$ cat config.mk
export PLATFORM = sky130hd
export DESIGN_NAME = vga_timing_gen_flat
export DESIGN_NICKNAME = d
export VERILOG_FILES = /design/src/rtl/vga_timing_gen_if.sv /design/src/rtl/vga_timing_gen.sv /design/src/flat_wrapper.sv
export SDC_FILE = /design/constraint.sdc
export NUM_CORES = 1
export LEC_CHECK = 0
export CAP_MARGIN = 10
export CORE_MARGIN = 2
export CORE_UTILIZATION = 52
export CTS_BUF_LIST = sky130_fd_sc_hd__clkbuf_8
export DETAILED_ROUTE_END_ITERATION = 6
export GPL_TIMING_DRIVEN = 0
export PLACE_DENSITY = 0.92
export SLEW_MARGIN = 20
export SYNTH_ARGS = -nofsm -noshare
export SYNTH_HDL_FRONTEND = slang
export SYNTH_SLANG_ARGS = --single-unit
export TNS_END_PERCENT = 100
$ cat constraint.sdc
create_clock -name vga_clk -period 2.5 [get_ports vga_clk]
set_clock_uncertainty 0.1 [all_clocks]
set_input_delay 0.25 -clock vga_clk [delete_from_list [all_inputs] [get_ports vga_clk]]
set_output_delay 0.25 -clock vga_clk [all_outputs]
set_load 0.05 [all_outputs]
$ cat src/rtl/vga_timing_gen_if.sv
// Raster outputs of the VGA timing generator, shared with the pixel stages.
interface vga_timing_gen_if;
    logic [9:0]  DrawX;
    logic [9:0]  DrawY;
    logic        blank;
    logic        hs;
    logic        vs;
    logic        frame_end;
    logic [15:0] frame_count;

    modport master (output DrawX, DrawY, blank, hs, vs, frame_end, frame_count);
    modport slave  (input  DrawX, DrawY, blank, hs, vs, frame_end, frame_count);
endinterface

$ cat src/rtl/vga_timing_gen.sv
// VGA raster timing: free-running h/v counters, blank decode, sync pulses
// delayed to line up with the registered RGB of the downstream pixel stages.
module vga_timing_gen #(
    parameter int H_ACTIVE   = 640,
    parameter int H_FP       = 16,
    parameter int H_SYNC     = 96,
    parameter int H_BP       = 48,
    parameter int V_ACTIVE   = 480,
    parameter int V_FP       = 10,
    parameter int V_SYNC     = 2,
    parameter int V_BP       = 33,
    parameter int SYNC_DELAY = 1
) (
    input  logic              vga_clk,
    input  logic              reset,
    vga_timing_gen_if.master  vga
);
    localparam int H_TOTAL = H_ACTIVE + H_FP + H_SYNC + H_BP;
    localparam int V_TOTAL = V_ACTIVE + V_FP + V_SYNC + V_BP;

    localparam logic [9:0] H_LAST   = 10'(H_TOTAL - 1);
    localparam logic [9:0] V_LAST   = 10'(V_TOTAL - 1);
    localparam logic [9:0] H_ACT    = 10'(H_ACTIVE);
    localparam logic [9:0] V_ACT    = 10'(V_ACTIVE);
    localparam logic [9:0] HS_START = 10'(H_ACTIVE + H_FP);
    localparam logic [9:0] HS_END   = 10'(H_ACTIVE + H_FP + H_SYNC);
    localparam logic [9:0] VS_START = 10'(V_ACTIVE + V_FP);
    localparam logic [9:0] VS_END   = 10'(V_ACTIVE + V_FP + V_SYNC);

    logic [9:0]  h_cnt;
    logic [9:0]  v_cnt;
    logic [15:0] frame_cnt;
    logic        h_wrap;
    logic        v_wrap;
    logic        hs_raw;
    logic        vs_raw;

    assign h_wrap = (h_cnt == H_LAST);
    assign v_wrap = (v_cnt == V_LAST);

    always_ff @(posedge vga_clk or posedge reset) begin
        if (reset) begin
            h_cnt     <= '0;
            v_cnt     <= '0;
            frame_cnt <= '0;
        end else begin
            if (h_wrap) begin
                h_cnt <= '0;
                v_cnt <= v_wrap ? 10'd0 : v_cnt + 10'd1;
            end else begin
                h_cnt <= h_cnt + 10'd1;
            end
            if (h_wrap && v_wrap)
                frame_cnt <= frame_cnt + 16'd1;
        end
    end

    assign hs_raw = !((h_cnt >= HS_START) && (h_cnt < HS_END));
    assign vs_raw = !((v_cnt >= VS_START) && (v_cnt < VS_END));

    assign vga.DrawX       = h_cnt;
    assign vga.DrawY       = v_cnt;
    assign vga.blank       = (h_cnt < H_ACT) && (v_cnt < V_ACT);
    assign vga.frame_end   = h_wrap && v_wrap;
    assign vga.frame_count = frame_cnt;

    // Sync pipeline depth matches the RGB latency of the pixel stages.
    generate
        if (SYNC_DELAY == 0) begin : g_sync_comb
            assign vga.hs = hs_raw;
            assign vga.vs = vs_raw;
        end else begin : g_sync_pipe
            logic [SYNC_DELAY-1:0] hs_pipe;
            logic [SYNC_DELAY-1:0] vs_pipe;

            always_ff @(posedge vga_clk or posedge reset) begin
                if (reset) begin
                    hs_pipe <= '1;
                    vs_pipe <= '1;
                end else begin
                    hs_pipe[0] <= hs_raw;
                    vs_pipe[0] <= vs_raw;
                    for (int i = 1; i < SYNC_DELAY; i++) begin
                        hs_pipe[i] <= hs_pipe[i-1];
                        vs_pipe[i] <= vs_pipe[i-1];
                    end
                end
            end

            assign vga.hs = hs_pipe[SYNC_DELAY-1];
            assign vga.vs = vs_pipe[SYNC_DELAY-1];
        end
    endgenerate
endmodule

$ cat src/flat_wrapper.sv
// flat-port wrapper written by rule: the top's interface ports become plain ports
module vga_timing_gen_flat 
#(
    parameter int H_ACTIVE   = 640,
    parameter int H_FP       = 16,
    parameter int H_SYNC     = 96,
    parameter int H_BP       = 48,
    parameter int V_ACTIVE   = 480,
    parameter int V_FP       = 10,
    parameter int V_SYNC     = 2,
    parameter int V_BP       = 33,
    parameter int SYNC_DELAY = 1
)
  (vga_clk, reset, vga_DrawX, vga_DrawY, vga_blank, vga_hs, vga_vs, vga_frame_end, vga_frame_count);
  vga_timing_gen_if vga_i ();
  input  logic vga_clk;
  input  logic reset;
  output wire logic [$bits(vga_i.DrawX)-1:0] vga_DrawX;
  output wire logic [$bits(vga_i.DrawY)-1:0] vga_DrawY;
  output wire logic [$bits(vga_i.blank)-1:0] vga_blank;
  output wire logic [$bits(vga_i.hs)-1:0] vga_hs;
  output wire logic [$bits(vga_i.vs)-1:0] vga_vs;
  output wire logic [$bits(vga_i.frame_end)-1:0] vga_frame_end;
  output wire logic [$bits(vga_i.frame_count)-1:0] vga_frame_count;
  assign vga_DrawX = vga_i.DrawX;
  assign vga_DrawY = vga_i.DrawY;
  assign vga_blank = vga_i.blank;
  assign vga_hs = vga_i.hs;
  assign vga_vs = vga_i.vs;
  assign vga_frame_end = vga_i.frame_end;
  assign vga_frame_count = vga_i.frame_count;
  vga_timing_gen #(.H_ACTIVE(H_ACTIVE), .H_FP(H_FP), .H_SYNC(H_SYNC), .H_BP(H_BP), .V_ACTIVE(V_ACTIVE), .V_FP(V_FP), .V_SYNC(V_SYNC), .V_BP(V_BP), .SYNC_DELAY(SYNC_DELAY)) u_core (.vga_clk(vga_clk), .reset(reset), .vga(vga_i));
endmodule
==> Yosys cells after proc, flatten, opt, wreduce, memory -nomap -nowiden <==
Cells that the tools add are included.
{ "classes": {"addsub": 3, "order_cmp": 6, "n_eq_ne": 2, "mux": 2, "n_reduce_logical": 6} }
{ "ops": {"columns": ["operator", "n"], "rows": [
  ["adder 10 x 1 -> 10 bit (second input constant)", 2],
  ["== test 10 bit (second input constant)", 2],
  ["less-than comparator 10 bit (second input constant)", 2],
  ["less-than comparator 10 x 9 -> 1 bit (second input constant)", 2],
  ["2-to-1 mux 10 bit", 2],
  ["adder 16 x 1 -> 16 bit (second input constant)", 1],
  [">= comparator 10 bit (second input constant)", 1],
  [">= comparator 10 x 9 -> 1 bit (second input constant)", 1],
  ["logical AND 1 bit", 4],
  ["zero test 1 bit", 2]
]} }
{ "word_totals": {"reg_bits": 38, "input_bits": 2, "output_inout_bits": 40, "elab_cells": 24} }

==> Depth between registers and ports, before layout <==
Gate-level depths: netlist of run 1.
{ "logic_depth": {"depth_word": 3, "mapped_depth": 7, "ltp_nobuf": 6} }

==> Least setup slack after synthesis of run 1 <==
OpenSTA, ideal clock, no wires.
{ "synth_timing": {"path_kind": "reg-to-reg", "start": "reg u_core.h_cnt[0], in the netlist u_core.vga.DrawX[0]", "end": "reg u_core.frame_cnt[1], in the netlist u_core.vga.frame_count[1]", "setup_ns": 0.125, "arrival_time_ns": 2.679, "t_required_ns": 2.275, "path_slack_ns": -0.403, "path_stages_with_launch": 7, "path_buffers": 1, "period_less_slack_ns": 2.903, "path_cell_list": "dfrtp_1 ha_1 and3_1 clkbuf_1 nand4_4 nor2_1 mux2_2"} }
{ "synth_via": {"elab_chain_len": 2} }
{ "synth_lines": {"columns": ["element", "line", "source"], "rows": [
  ["from (decl)", "vga_timing_gen.sv:30", "logic [9:0] h_cnt;"],
  ["from (signal assigned)", "vga_timing_gen.sv:51", "h_cnt <= h_cnt + 10'd1;"],
  ["== test 10 bit", "vga_timing_gen.sv:38", "assign h_wrap = (h_cnt == H_LAST);"],
  ["logical AND 1 bit", null, null],
  ["net vga_frame_end", "flat_wrapper.sv:23", "output wire logic [$bits(vga_i.frame_end)-1:0] vga_frame_end;"],
  ["to (signal assigned)", "vga_timing_gen.sv:54", "frame_cnt <= frame_cnt + 16'd1;"],
  ["to (decl)", "vga_timing_gen.sv:32", "logic [15:0] frame_cnt;"]
]} }
The timed path passes the listed nets, and every way through them passes these cells.
A chain may end at the register's enable or synchronous reset.

==> Worst setup path after layout of run 1 <==
{ "layout_timing": {"start": "reg u_core.h_cnt[0], in the netlist u_core.vga.DrawX[0]", "end": "out vga_frame_end"} }
{ "layout_via": {"elab_chain_len": 2} }
{ "layout_lines": {"columns": ["element", "line", "source"], "rows": [
  ["== test 10 bit", "vga_timing_gen.sv:38", null],
  ["logical AND 1 bit", "vga_timing_gen.sv:64", "assign vga.frame_end = h_wrap && v_wrap;"],
  ["to (decl)", "flat_wrapper.sv:23", null]
]} }
No other way between the ends.

==> results.cfg, run 1 <==
[outcome]
status = complete, no violations

[yosys]
synthArstFlopShare_pct = 100.0
synth_edf_count = 0
synth_cell_types = 40
yosys_warnings = 0
synth_fp_nets = 191
synth_seq_cells = 38
synthesis.area_um2 = 1952
yosysSeqAreaShare_pct = 48.85
synthCells = 184
avgSynthCellArea_um2 = 10.61
ys.flop_type = dfrtp_1

[global_route]
grt.total_usage_pct = 22.10
first_global_vias = 1488
grt-ovfl-total = 0
antenna_found_initial = 0
grt_first_pass_wirelength_mm = 7.038
grt_max_degree = 30

[clock_tree]
cts_made_buffers = 5
worstSkewPairLatency_ps = 290
cts_tree = yes
root_buffer = clkbuf_8
clk_pin_slew_ps = 70
cts.path.max_buffers = 2
cts_hold_buf = 0
numClockSinks = 38
htree_levels = 2

[final_layout]
final_cell_mix = clkdlybuf4s50_1 (39), dfrtp_1 (36), xor2_1 (18), nand2_1 (15), nand3_1 (13)
n_antenna_cell = 0
final_common_cell = clkdlybuf4s50_1
fill_cells = 280
multi_input_area_um2 = 947.2
area_delta_synth_final_pct = 32.82
final_area_um2 = 2592
stdcell_count = 281
finish.net_count = 239
seqCellArea_um2 = 953.4
final_layout_size_suffix_gt1_share_pct = 12.45

[route]
wl_met3_um = 200
drt-wirelength-per-cell_um = 14.69
routed_via_density = 5.520
drtPass1Iterations = 4
wirelength_mm = 4.128
top_layer = met4
vias = 1551
wl_met2_mm = 1.999
drtAntennaViolNets = 0
drt_iter0_markers = 120
wl_met1_mm = 1.852
drc = 0

[setup_path]
rr_endpoint = u_core.vga.frame_count[14]$_DFFE_PP0P_
slowest_delay_ps = 450
rr_startpoint = u_core.vga.DrawY[1]$_DFFE_PP0N_
path_class = reg2out
cp.arrival_ps = 1950
crit_buf_inv = 1
cp-end-kind = output pin
crit_family = simple AND/OR/NAND/NOR gates
cp_data_required_time_ps = 2150
start_kind = flop
slowest_stage = dfrtp_1
path_max_fanout = 8
crit_chain = ha_1, and3_2, nand4_4, nor2_4, buf_2
r2r_slack_ps = 390
r2r_cells = 7

[pwr]
cellPowerDensity_nw_per_um2 = 490.9
peakVddDrop_mv = 0.4373
power_leakage_uw = 0.001155

[sta]
fmax_mhz = 435.1
finalSetupViolCount = 0
rsz0062_at_grt = no
tightest_slew_ps = 501.7
fin_crit_ps = 2298
maxSlewViolCount = 0
worst_slack_ps = 201.8
hold_violations = 0
finalCritPeriodShare_pct = 91.93
hold_ws_ps = 88.37
slew_headroom_pct = 66.45

[floorplanning]
dieHeight_um = 65.27
core_area_um2 = 3633
io_pins = 42
die_w_um = 65.27
start_util_pct = 53.72
rows = 22
dieArea_um2 = 4260

[place]
dp_hpwl_mm = 2.995
dp_worst_setup_slack_ps = -174.1
place_area_um2 = 2450
port_buffers = 41
dp.cells = 274
gp_congestion = 0.8451

[job]
drv_cap = 0

[min_path]
min_path_type = in2async
final cells by class:
class	count	share of cell area, %
tap	48	2.317
inverter	9	1.303
multi-input combinational	132	36.53
timing repair buffer	42	16.51
sequential	38	36.78
buffer	4	1.062
clock inverter	2	2.317
clock buffer	6	3.185
routing by layer:
metal / track usage, % / vias to the layer above
li1: - / 744
met1: 27.17 / 759
met2: 36.99 / 41
met3: 5.822 / 7
met4: 8.854 / 0
met5: 0 / -
worst max-delay path by stage:
stage / from / endpoint / slack, ps / cells past startpoint
final: u_core.vga.DrawX[0]$_DFF_PP0_ / vga_frame_end / 200 / 5
after global routing: u_core.vga.DrawX[0]$_DFF_PP0_ / vga_frame_end / 80 / 5
after CTS: u_core.vga.DrawX[0]$_DFF_PP0_ / vga_frame_end / 20 / 6
after detailed placement: u_core.vga.DrawX[0]$_DFF_PP0_ / vga_frame_end / -170 / 6
after global placement: u_core.vga.DrawY[1]$_DFFE_PP0N_ / vga_frame_end / -130 / 6
after floorplan: u_core.vga.DrawX[0]$_DFF_PP0_ / u_core.vga.frame_count[1]$_DFFE_PP0P_ / 60 / 6
flip-flops by register name (all words and copies together) (netlist names):
signal and flops:
u_core.vga.DrawX 10, u_core.vga.hs 1, u_core.vga.frame_count 16, u_core.vga.vs 1
u_core.vga.DrawY 10
per-stage QoR:
step	setup TNS [ps]	power, uW	utilization (%)
after floorplan	0	635.4	-
after global placement	-126.8	640.0	66.87
after global routing	0	1322	71.35
after detailed placement	-174.1	643.9	67.42
after CTS	0	1288	71.21
final	0	1273	71.35
Yosys cell counts (all sizes together), types with 4 or more instances:
cell    n  area, um^2
o21ai   6       30.03
nor4b   5       73.83
nand3  13       65.06
and2    4       25.02
and3    4       26.28
xnor2   8       70.07
nor2   12       45.04
nand2  15       56.30
nor3    8       40.04
ha      5       62.56
inv     9       33.78
nand4   8       65.06
dfrtp  36       900.9
xor2   18       157.7
nor4    6       65.06
power breakdown:
part           internal [uW]  switching (uW)
Sequential               614               0
Clock                    425             216
Combinational           4.68            12.1
Total                   1040             228
cells by family (layout without fill, tap and decap cells):
group	after synthesis	count (layout)	share of synthesized area [%]
adder cells (fa/ha/maj)	5	5	3.205
multiplexers	1	1	0.5769
buffers and inverters	14	63	3.333
AND/OR/NAND/NOR	83	83	26.86
XOR/XNOR	26	26	11.67
flip-flops	38	38	48.85
AO/OA/AOI/OAI	17	17	5.513
timing repair:
action,4_1_cts,5_1_grt
endpoints found under the setup margin,1,3
gates resized for setup,5,3
setup buffers,0,0
No activity file was read; power rests on OpenSTA's default activity.
==> inputs of run 2 (changes only) <==
CTS_CLUSTER_SIZE = 16   (was unset)
==> results of run 2 <==
Same layout as run 1: the final DEF is identical, and so are final timing and power.
